## src/rtl/srv_icache_refill.sv

```systemverilog
// srv_icache_refill: line-refill engine behind the instruction cache.
// On a miss it fetches the whole line as LINE_WORDS 32-bit beats. Beats are
// fetched in wrap-around order, starting with the requested word. The engine
// then returns the assembled line with a one-cycle response pulse.
//
// Ports:
//   clk, rst_n          clock, asynchronous active-low reset
//   line_req_i          miss request (level, sampled only in IDLE)
//   line_addr_i         miss byte address
//   line_rsp_o          one-cycle pulse, line_data_o valid
//   line_data_o         refilled line, word k at bits [32k+31:32k]
//   busy_o              engine not idle
//   mem_req_o/_addr_o   beat request and word-aligned byte address
//   mem_gnt_i           beat request accepted
//   mem_rvalid_i/_rdata_i  in-order beat return
//
// state | meaning
// IDLE  | waiting for a miss
// FETCH | issuing beat requests, collecting returns
// DRAIN | all beats issued, waiting for the remaining returns
// RESP  | line_rsp_o pulse, line complete
module srv_icache_refill #(
  parameter int LINE_WORDS = 4,
  parameter int MAX_OUTST  = 2
) (
  input  logic                    clk,
  input  logic                    rst_n,
  input  logic                    line_req_i,
  input  logic [31:0]             line_addr_i,
  output logic                    line_rsp_o,
  output logic [32*LINE_WORDS-1:0] line_data_o,
  output logic                    busy_o,
  output logic                    mem_req_o,
  output logic [31:0]             mem_addr_o,
  input  logic                    mem_gnt_i,
  input  logic                    mem_rvalid_i,
  input  logic [31:0]             mem_rdata_i
);

  localparam int OW = $clog2(LINE_WORDS);
  localparam int CW = OW + 1;
  localparam int BW = 30 - OW;
  localparam logic [CW-1:0] LW_C  = CW'(LINE_WORDS);
  localparam logic [CW-1:0] MAX_C = CW'(MAX_OUTST);

  typedef enum logic [1:0] {S_IDLE, S_FETCH, S_DRAIN, S_RESP} state_e;

  state_e                         state_q, state_d;
  logic [BW-1:0]                  base_q, base_d;
  logic [OW-1:0]                  start_q, start_d;
  logic [CW-1:0]                  ic_q, ic_d;
  logic [CW-1:0]                  rc_q, rc_d;
  logic [LINE_WORDS-1:0][31:0]    line_q, line_d;

  logic [CW-1:0] outst;
  logic          issue_ok;
  logic          gnt_fire;
  logic          rsp_fire;
  logic [OW-1:0] issue_idx;
  logic [OW-1:0] wr_idx;

  // Outstanding count uses registered values only, so the request cannot
  // combinationally depend on a same-cycle rvalid.
  assign outst     = ic_q - rc_q;
  assign issue_ok  = (state_q == S_FETCH) && (ic_q < LW_C) && (outst < MAX_C);
  assign gnt_fire  = issue_ok && mem_gnt_i;
  // A return with nothing outstanding is a protocol error and is dropped.
  assign rsp_fire  = ((state_q == S_FETCH) || (state_q == S_DRAIN)) &&
                     mem_rvalid_i && (outst != '0);
  // OW-bit addition wraps modulo LINE_WORDS.
  assign issue_idx = start_q + ic_q[OW-1:0];
  assign wr_idx    = start_q + rc_q[OW-1:0];

  // State register
  always_ff @(posedge clk or negedge rst_n) begin
    if (!rst_n) begin
      state_q <= S_IDLE;
    end else begin
      state_q <= state_d;
    end
  end

  // Datapath registers
  always_ff @(posedge clk or negedge rst_n) begin
    if (!rst_n) begin
      base_q  <= '0;
      start_q <= '0;
      ic_q    <= '0;
      rc_q    <= '0;
      line_q  <= '0;
    end else begin
      base_q  <= base_d;
      start_q <= start_d;
      ic_q    <= ic_d;
      rc_q    <= rc_d;
      line_q  <= line_d;
    end
  end

  always_comb begin
    base_d  = base_q;
    start_d = start_q;
    ic_d    = ic_q;
    rc_d    = rc_q;
    line_d  = line_q;
    if ((state_q == S_IDLE) && line_req_i) begin
      base_d  = line_addr_i[31:OW+2];
      start_d = line_addr_i[OW+1:2];
      ic_d    = '0;
      rc_d    = '0;
    end
    if (gnt_fire) begin
      ic_d = ic_q + CW'(1);
    end
    if (rsp_fire) begin
      line_d[wr_idx] = mem_rdata_i;
      rc_d           = rc_q + CW'(1);
    end
  end

  // Next-state logic
  always_comb begin
    state_d = state_q;
    case (state_q)
      S_IDLE:  if (line_req_i) state_d = S_FETCH;
      S_FETCH: if (ic_d == LW_C) state_d = S_DRAIN;
      S_DRAIN: if (rc_d == LW_C) state_d = S_RESP;
      S_RESP:  state_d = S_IDLE;
      default: state_d = S_IDLE;
    endcase
  end

  // Outputs
  always_comb begin
    line_rsp_o = (state_q == S_RESP);
    busy_o     = (state_q != S_IDLE);
    mem_req_o  = issue_ok;
    mem_addr_o = '0;
    if (state_q == S_FETCH) begin
      mem_addr_o = {base_q, issue_idx, 2'b00};
    end
  end

  assign line_data_o = line_q;

endmodule

```

## config.mk

```make
export PLATFORM = sky130hd
export DESIGN_NAME = srv_icache_refill
export DESIGN_NICKNAME = d
export VERILOG_FILES = /design/src/rtl/srv_icache_refill.sv
export SDC_FILE = /design/constraint.sdc
export NUM_CORES = 1
export LEC_CHECK = 0
export ABC_CLOCK_PERIOD_IN_PS = 2600
export BUFFER_PORTS_ARGS = -buffer_cell sky130_fd_sc_hd__buf_2
export CORE_ASPECT_RATIO = 1.25
export CORE_MARGIN = 1.5
export CORE_UTILIZATION = 45
export CTS_CLUSTER_DIAMETER = 40
export DETAILED_ROUTE_END_ITERATION = 12
export PLACE_DENSITY = 0.76
export REMOVE_ABC_BUFFERS = 1
export SYNTH_ARGS = -nofsm -noshare
export SYNTH_HDL_FRONTEND = slang
export SYNTH_SLANG_ARGS = --single-unit
```

## constraint.sdc

```tcl
create_clock -name clk -period 2.6 [get_ports clk]
set_input_delay 0.13 -clock clk [delete_from_list [all_inputs] [get_ports clk]]
set_output_delay 0.13 -clock clk [all_outputs]
set_load 0.005 [all_outputs]
```

==> metrics.csv <==
metric;value;unit
clock_path_buffers;2;
synth-compound-area-share;1.72;%
synth-edff-count;0;
setup_viol;0;
ys_seq_elements;166;
max_stage_delay;0.51;ns
drive_gt1_share;58.3;%
p_per_area;1320;nW/um2
ir_drop;0.629;mV
synth_top_area_cell;dfrtp_1;
synth_ff_type;dfrtp_1;
cts_tree;built;
grt-ovfl-total;0;
yosysTopAreaCellShare;60.7;%
syn2layout_area_growth;41.2;%
synthArstFlopShare;100;%
clk_latency;0.42;ns
antenna_found_initial;0;
place.detailed.hpwl;11400;um
numCtsBuffers;17;
period_minus_slack;2.56;ns
synth_common_cells;166 x dfrtp_1, 155 x mux2_2, 31 x and2_1, 12 x buf_6, 10 x ha_1;
syn_avg_cell_area;15.4;um2
worstPathArrival;2.86;ns
start_util;45.8;%
period_share;98.6;%
skew;0.00681;ns
leakage;0.00470;uW
grt_max_degree;65;
clock_sinks;166;
yosysSeqAreaShare;60.7;%
n_antenna_cell;0;
coreArea;15000;um2
status;completed;
rsz0062_at_grt;yes;
grt_pass1_wl;26500;um
nets;834;
die_w;113;um
htreeDepth;4;
drt-pass1-iter-count;4;
synth_xor_xnor_area_share;1.22;%
crit_path_max_fanout;2;
drc;0;
first_global_vias;5293;
relSlewSlack;60.0;%
die_area;16000;um2
grt_util_all_layers;21.3;%
finalSetupTns;0;ns
end_kind;flop;
hold_path_class;input pin to flop;
yosysMostFrequentCell;dfrtp_1;
vias;4771;
routabilityCongestion;0.777;
min_path_cells;2;
clkTransAtPathRegs;0.06;ns
hold_violations;0;
drt_wl_total;17000;um
synth_top_family_by_area;multiplexers;
worstMarginPinSlew;0.599;ns
synthTopCellsByArea;dfrtp_1 61%, mux2_2 26%, and2_1 2.8%, buf_6 2.0%, ha_1 1.8%;
ff2ff_path_depth;8;
synth_mux_area_share;26.3;%
start_kind;flop;
critPathKind;flop to flop;
drv_cap;0;
required;2.90;ns
root_buffer;clkbuf_16;
cp_cell_sequence;inv_1 -> ha_1 -> fa_1 -> and2b_1 -> nand4_1 -> o41ai_2 -> o311a_1 -> mux2_2;
drt_iter0_drc;230;
synth_simple_gate_area_share;4.81;%
yosysWarnings;0;
vias_per_cell;5.03;
io_buffers;227;
wire_per_inst;17.9;um
yosys.area_share.adder;2.12;%
fmaxAchievable;390;MHz
yosysUniqueCellTypes;33;
cp_slowest_cell;fa_1;
slew_viol_final;0;
synth_cells;443;
whs;0.0141;ns
drtAntennaViolNets;0;
netlist_area;6840;um2
top_level_ports;232;
fp-row-count;50;
fp.dieH;141;um
[through the flow]
stage / util (%) / power (uW) / area [um2] / worst slack (ns) / instances
floorplan: - / 7360 / 6660 / -0.397 / 422
global placement: 55.3 / 9400 / 8270 / 0.103 / 849
detailed placement: 55.3 / 9740 / 8270 / 0.0215 / 849
CTS: 63.8 / 12600 / 9550 / 0.00379 / 942
global route: 64.7 / 13500 / 9670 / -0.102 / 949
finish: 64.7 / 12700 / 9670 / 0.0351 / 949
[layer usage]
metal  wire length [um]  vias to the layer above  GRT usage [%]
li1                   -                     2167              -
met1               6680                     2406           22.7
met2               9090                      178           39.7
met3                965                       20           6.28
met4                241                        0           7.30
met5                  0                        -              0
[registers in the layout, summed over array words and instances (netlist names)]
| register | cells |
|---|---|
| line_data_o | 128 |
| start_q | 2 |
| state_q | 2 |
| ic_q | 3 |
| base_q | 28 |
| rc_q | 3 |
[kinds of logic after synthesis]
kind of cell / after synthesis
other: 1
adders and majority gates: 11
xor gates and xnor gates: 8
and+or+nand+nor: 55
DFF: 166
buffers and inverters: 29
AOI/OAI and AO/OA: 13
muxes: 160
[placed cells by master, fill, tap and decap left out, types with 2 or more instances in the layout]
cell           synthesis  routed
buf_12                 0       8
xnor2_1                5       4
and2_1                31      31
nand3_2                0       2
o21ai_0                5       5
buf_4                  3      13
buf_2                  0     226
mux2_1                 4       4
conb_1                 1       2
nand3_1                5       3
dlygate4sd3_1          0      61
inv_6                  0       4
bufinv_16              0       5
clkbuf_16              0      19
mux2_2               155     155
inv_1                  7       7
dfrtp_1              166     166
nor2_1                 4       4
nor3_4                 2       2
buf_6                 12       3
ha_1                  10      10
xor2_1                 2       2
nand2_1                9       9
[path summary, 6_finish.rpt]
path,slack [ns],end,from
worst max-delay path,0.04,state_q[1],ic_q[0]
worst min-delay path,0.01,line_data_o[110],mem_rdata_i[14]
worst max register to register,0.04,state_q[1],ic_q[0]
worst min register to register,0.49,line_data_o[69],line_data_o[69]
max in group asynchronous,1.63,line_data_o[15],rst_n
min in group asynchronous,0.28,base_q[6],rst_n
[critical path: cells and delay by family, from the launching register on]
family | cells | cell delay [ns]
simple gates | 2 | 0.30
fa+ha+maj | 2 | 0.72
mux | 1 | 0.34
buf+inv | 1 | 0.06
compound gates | 2 | 0.67
flops | 1 | 0.34
[power breakdown]
part | total, uW | switching [uW] | internal [uW]
Clock | 2780 | 1030 | 1750
Combinational | 5350 | 2300 | 3060
Sequential | 4600 | 693 | 3910
Total | 12700 | 4020 | 8710
[timing repair]
item | in CTS | in global routing
hold buffers | 61 | 0
gates cloned | 0 | 2
setup buffers | 0 | 5
endpoints found under the setup margin | 1 | 103
resized for setup | 1 | 4
pin swaps | 0 | 6
hold endpoints to repair | 209 | 0
[cell type report]
cell class              instances  area [um2]
fillers                      1097        5290
inverters                       7        26.3
clock inverters                13         218
well taps                     182         228
repair buffers                313        2080
clock buffers                  19         443
flip-flops and latches        166        4150
multi-input cells             249        2510
Power figures use the tool's default switching activity.
